File: src/rtl/icache_flush_sequencer_pkg.sv
// icache_flush_sequencer_pkg: L1I geometry, tag/index types and flush FSM state encoding.
package icache_flush_sequencer_pkg;
    localparam int L1I_SETS  = 64;
    localparam int L1I_WAYS  = 4;
    localparam int L1I_TAG_W = 20;
    typedef logic [$clog2(L1I_SETS)-1:0] l1i_set_idx_t;
    typedef logic [L1I_TAG_W-1:0]        l1i_tag_t;
    typedef enum logic [1:0] {IDLE, DRAIN, WALK, DONE} flush_state_t;
endpackage

File: src/rtl/icache_flush_sequencer.sv
// icache_flush_sequencer: stalls fetch, then walks the L1I sets invalidating every way; fills always win the tag port.
// Define ICACHE_FLUSH_RANGE_EN to add flush_start_set/flush_end_set, which restrict the walk to an inclusive set range.
module icache_flush_sequencer
    import icache_flush_sequencer_pkg::*;
#(
    parameter int DRAIN_CYCLES = 2
) (
    input  logic                clk,
    input  logic                reset_n,
    input  logic                flush_req,
`ifdef ICACHE_FLUSH_RANGE_EN
    input  l1i_set_idx_t        flush_start_set,
    input  l1i_set_idx_t        flush_end_set,
`endif
    output logic                flush_ack,
    output logic                flush_busy,
    output logic                flush_done,
    output logic                fetch_stall,
    input  logic [L1I_WAYS-1:0] l2_itag_update_en,
    input  l1i_set_idx_t        l2_itag_update_set,
    input  l1i_tag_t            l2_itag_update_tag,
    input  logic                l2_itag_update_valid,
    output logic [L1I_WAYS-1:0] itag_update_en,
    output l1i_set_idx_t        itag_update_set,
    output l1i_tag_t            itag_update_tag,
    output logic                itag_update_valid
);
    localparam int DW = DRAIN_CYCLES > 1 ? $clog2(DRAIN_CYCLES) : 1;
    localparam logic [DW-1:0] DRAIN_LAST = DW'(DRAIN_CYCLES > 0 ? DRAIN_CYCLES - 1 : 0);

    flush_state_t  state, state_nxt;
    logic [DW-1:0] drain_cnt;
    l1i_set_idx_t  set_cnt, end_set, start_set, last_set;
    logic          fill, walk_inv, walk_last;

`ifdef ICACHE_FLUSH_RANGE_EN
    // An inverted range collapses to the single start set.
    assign start_set = flush_start_set;
    assign last_set  = flush_start_set > flush_end_set ? flush_start_set : flush_end_set;
`else
    assign start_set = '0;
    assign last_set  = l1i_set_idx_t'(L1I_SETS - 1);
`endif

    assign fill      = |l2_itag_update_en;
    assign walk_inv  = state == WALK && !fill;
    assign walk_last = set_cnt == end_set;

    always_ff @(posedge clk or negedge reset_n) begin
        if (!reset_n) state <= IDLE;
        else          state <= state_nxt;
    end

    always_comb begin
        state_nxt = state;
        case (state)
            IDLE:    state_nxt = flush_req ? DRAIN : IDLE;
            DRAIN:   state_nxt = drain_cnt == DRAIN_LAST ? WALK : DRAIN;
            WALK:    state_nxt = walk_inv && walk_last ? DONE : WALK;
            default: state_nxt = IDLE;
        endcase
    end

    // The walker only advances on cycles where it actually owned the tag port.
    always_ff @(posedge clk or negedge reset_n) begin
        if (!reset_n) begin
            drain_cnt <= '0;
            set_cnt   <= '0;
            end_set   <= '0;
        end else begin
            drain_cnt <= state == DRAIN ? drain_cnt + 1'b1 : '0;
            if (flush_ack) begin
                set_cnt <= start_set;
                end_set <= last_set;
            end else if (walk_inv && !walk_last) begin
                set_cnt <= set_cnt + 1'b1;
            end
        end
    end

    always_comb begin
        flush_ack         = flush_req && state == IDLE;
        flush_busy        = state != IDLE;
        fetch_stall       = state != IDLE;
        flush_done        = state == DONE;
        itag_update_en    = walk_inv ? '1 : l2_itag_update_en;
        itag_update_set   = walk_inv ? set_cnt : l2_itag_update_set;
        itag_update_tag   = walk_inv ? '0 : l2_itag_update_tag;
        itag_update_valid = walk_inv ? 1'b0 : l2_itag_update_valid;
    end
endmodule

File: config.mk
export PLATFORM = sky130hd
export DESIGN_NAME = icache_flush_sequencer
export DESIGN_NICKNAME = d
export VERILOG_FILES = /design/src/rtl/icache_flush_sequencer_pkg.sv /design/src/rtl/icache_flush_sequencer.sv
export SDC_FILE = /design/constraint.sdc
export NUM_CORES = 1
export LEC_CHECK = 0
export ABC_AREA = 0
export CAP_MARGIN = 20
export CORE_MARGIN = 2
export CORE_UTILIZATION = 34
export DETAILED_ROUTE_END_ITERATION = 10
export PLACE_DENSITY = 0.85
export SETUP_SLACK_MARGIN = 0.2
export SLEW_MARGIN = 20
export SYNTH_ARGS = -nofsm -noshare
export SYNTH_HDL_FRONTEND = slang
export SYNTH_SLANG_ARGS = --single-unit
File: constraint.sdc
create_clock -name clk -period 4.3 [get_ports clk]
set_input_delay 0.86 -clock clk [delete_from_list [all_inputs] [get_ports clk]]
set_output_delay 0.86 -clock clk [all_outputs]
set_load 0.01 [all_outputs]
# After elaboration in Yosys (flattened, before gate mapping)
# Index checks and enable logic that the tools add are counted.
[word_totals]
input_bits = 34
regBits = 10
[op_classes]
mux = 11
eq_ne = 4
addsub = 2
reduce_logical = 10
[op_table]
columns = ["op", "count"]
rows = [
  ["$mux W20", 1],
  ["$mux W6", 3],
  ["$add A6 B1 Y6 const B", 1],
  ["$eq A6 B6 Y1", 1],
  ["$pmux W2 S3", 1],
  ["$eq A2 B2 Y1 const B", 2],
  ["$logic_and A1 B1 Y1", 4],
  ["$mux W1", 4],
  ["$mux W4", 1],
  ["$reduce_bool A2 Y1", 2],
  ["$reduce_or A4 Y1", 1],
  ["$eq A2 B1 Y1 const B", 1],
  ["$logic_not A1 Y1", 2],
  ["$logic_not A2 Y1", 1],
  ["$mux W2", 1],
  ["$add A1 B1 Y1 const B", 1],
]

# Longest topological paths before layout
[depth]
ltp_word = 6
ltp_mapped = 5
depth_no_buf = 5

# Least setup slack after synthesis
# OpenSTA, ideal clock, no wires.
[synth_path]
kind = "input-to-output"
startpoint = "in l2_itag_update_en[0]"
endpoint = "out itag_update_set[0]"
slack_ns = 1.661
n_path_buf = 1
stages = 4
arrival_ns = 1.779
cell_sequence = "nor4_2 and2b_1 buf_6 mux2_2"
[synth_between]
elab_chain_cells = 4
[synth_lines]
columns = ["item", "line_no", "text"]
rows = [
  ["from (decl)", "icache_flush_sequencer.sv:19", "input logic [L1I_WAYS-1:0] l2_itag_update_en,"],
  ["$reduce_or A4 Y1", "icache_flush_sequencer.sv:45", "assign fill = |l2_itag_update_en;"],
  ["$logic_not A1 Y1", "icache_flush_sequencer.sv:46", "assign walk_inv = state == WALK && !fill;"],
  ["$logic_and A1 B1 Y1", "icache_flush_sequencer.sv:46", ""],
  ["$mux W6", "icache_flush_sequencer.sv:87", "itag_update_set = walk_inv ? set_cnt : l2_itag_update_set;"],
  ["to (decl)", "icache_flush_sequencer.sv:24", "output l1i_set_idx_t itag_update_set,"],
]
# No other way between the ends.

# Worst setup path in the final report
# Ends and elaborated chain as after synthesis.

==> impl_metrics.py <==
metrics = {
    "drt": {
        "drtPass1Iterations": 4,
        "remaining_drc_errors": 0,
        "drt_iter0_markers": 38,
        "viasPerCell": 4.95,
        "vias": 940,
        "routed_wl_mm": 2.60,
        "wl_per_cell_um": 13.7,
        "postRouteAntennaNets": 0,
    },
    "clocking": {
        "clkLatencyLatePin_ns": 0.27,
        "cts_tree": "built",
        "cts_buffer_depth": 2,
        "cts_resized": 0,
        "htree_levels": 1,
        "hold_buffers": 0,
        "cts_root_buf": "clkbuf_4",
        "cts_made_buffers": 3,
        "cts_sinks": 10,
        "cts.clk_slew.worst_paths_ns": 0.06,
        "post_cts_buffers": 0,
    },
    "sta": {
        "rsz0062_at_grt": "false",
        "max_freq_mhz": 264,
        "fin_crit_sh_pct": 88.0,
        "drv_slew": 0,
        "worstMarginPinSlew_ns": 0.456,
        "finalHoldViolCount": 0,
        "tns_ns": 0,
        "setup_viol": 0,
        "fin_crit_ns": 3.78,
        "skew_ns": 0.000847,
        "slew_headroom_pct": 69.5,
    },
    "cells_and_area": {
        "antenna_cells": 0,
        "layout-drive-gt1-share_pct": 8.64,
        "fin_util_pct": 68.5,
        "fillers": 188,
        "nNetsFinal": 199,
        "areaGrowthSynthToFinish_pct": 87.6,
    },
    "grt": {
        "first_global_vias": 925,
        "grt_max_degree": 26,
        "grt_usage_pct": 20.1,
        "grt_overflow_total": 0,
        "antenna_found_initial": 0,
        "grt_pass1_wl_mm": 3.95,
    },
    "synthesis": {
        "synthTopCellsByCount": "and2_1 (23), dfrtp_1 (10), nand2b_1 (10)",
        "synth_cells": 95,
        "ys.flop_type": "dfrtp_1",
        "ys_seq_elements": 10,
        "syn_area_um2": 816,
        "yosysTopAreaCell": "dfrtp_1",
        "synth_nets": 130,
        "yosysTopAreaCellShare_pct": 30.7,
        "yosysMostFrequentCell": "and2_1",
        "syn_avg_cell_area_um2": 8.59,
        "async_reset_ff_share_pct": 100,
        "ys_types": 28,
        "synth-edff-count": 0,
        "yosys_warnings": 0,
        "ys_seq_area_share_pct": 30.7,
        "synth_area_leaders": "dfrtp_1 (31%), and2_1 (18%), mux2_2 (9.7%), nand2b_1 (7.7%), nand4_1 (3.1%)",
    },
    "run": {
        "drv_cap": 0,
    },
    "critical_path": {
        "cp-end-kind": "output port",
        "start_kind": "input pin",
        "cp_data_required_time_ns": 3.44,
        "worstSetupPathType": "input pin to output port",
        "worstPathArrival_ns": 2.92,
        "cp_max_fo": 10,
    },
    "floorplanning": {
        "start_util_pct": 36.5,
        "io_pins": 69,
        "die_w_um": 53.0,
        "die_area_mm2": 0.00281,
        "rows": 17,
        "coreArea_mm2": 0.00223,
        "die_y_um": 53.0,
    },
    "power_and_ir_drop": {
        "finalPower_w": 0.000365,
        "powerDensity_mw_per_mm2": 239,
        "vdd_drop_max_v": 0.000186,
        "p_leak_nw": 0.622,
    },
    "run_status": {
        "status": "complete, no violations",
    },
    "min_path": {
        "hold_class": "flip-flop to flip-flop",
    },
    "placement": {
        "gp_congestion": 0.852,
        "portBuffers": 68,
        "hpwl_mm": 2.17,
    },
}
[state kept, by name, indices dropped and copies added, names as in the netlist]
register   flops
end_set        1
set_cnt        6
state          2
drain_cnt      1
[cell type report]
class                      instances  area (um2)  share of cell area [%]
sequential                        10         250                    16.4
timing repair buffer              69         688                    45.0
inverter                           3        11.3                   0.736
multi-input combinational         77         523                    34.2
clock buffer                       3        22.5                    1.47
tap                               28        35.0                    2.29
[kinds of logic (layout without fill, tap and decap cells)]
| family | count (synthesis) | after routing | share of synthesized area, % |
|---|---|---|---|
| AND/OR/NAND/NOR | 61 | 61 | 43.9 |
| adder cells (fa/ha/maj) | 1 | 1 | 1.53 |
| multiplexers | 8 | 8 | 10.9 |
| flip-flops | 10 | 10 | 30.7 |
| buffers and inverters | 8 | 75 | 5.21 |
| AO/OA/AOI/OAI | 7 | 7 | 7.82 |
[placed cells by master (no fill, tap or decap), drive strengths merged, types with 4 or more instances in the layout]
| cell type | netlist | final |
|---|---|---|
| dfrtp | 10 | 10 |
| clkdlybuf4s50 | 0 | 68 |
| nand2 | 5 | 5 |
| nor2 | 5 | 5 |
| mux2 | 7 | 7 |
| and2 | 23 | 23 |
| nand4 | 4 | 4 |
| nand2b | 10 | 10 |
[per-layer routing]
metal  vias to the layer above  track usage, %  wire [um]
met5                         -               0          0
met4                         0            8.97         27
met3                         4            10.5        334
met1                       424            19.2        888
met2                        52            35.4       1340
li1                        460               -          -
[through the flow]
| stage | cells | area (um2) | hold WS (ns) | setup WS (ns) |
|---|---|---|---|---|
| floorplan | 95 | 816 | 0.410 | 1.66 |
| CTS | 190 | 1530 | 0.432 | 0.485 |
| global placement | 187 | 1510 | 0.419 | 0.559 |
| global route | 190 | 1530 | 0.454 | 0.406 |
| finish | 190 | 1530 | 0.432 | 0.517 |
| detailed placement | 187 | 1510 | 0.424 | 0.491 |
[power breakdown]
group / internal (W) / leakage [nW] / switching [W]
Sequential: 0.000107 / 0.131 / 0.00000944
Combinational: 0.000112 / 0.478 / 0.0000715
Clock: 0.0000324 / 0.0138 / 0.0000326
[final timing paths]
| kind | start | to | slack, ns | cells past startpoint |
|---|---|---|---|---|
| setup reg to reg | state[0]$_DFF_PN0_ | set_cnt[3]$_DFFE_PN0P_ | 2.61 | 4 |
| max in group asynchronous | reset_n | state[0]$_DFF_PN0_ | 3.08 | 1 |
| setup / recovery | l2_itag_update_en[0] | itag_update_set[0] | 0.52 | 5 |
| hold / removal | drain_cnt$_DFF_PN0_ | drain_cnt$_DFF_PN0_ | 0.43 | 1 |
| hold reg to reg | drain_cnt$_DFF_PN0_ | drain_cnt$_DFF_PN0_ | 0.43 | 1 |
| min in group asynchronous | reset_n | set_cnt[0]$_DFFE_PN0P_ | 0.90 | 1 |
[worst max-delay path: stages]
cell and delay [ns]:
clkdlybuf4s50_1 0.43, nor4_2 0.32, and2b_1 0.45, mux2_2 0.39, clkdlybuf4s50_1 0.48
Note: power is estimated with default switching activity, not from simulation.
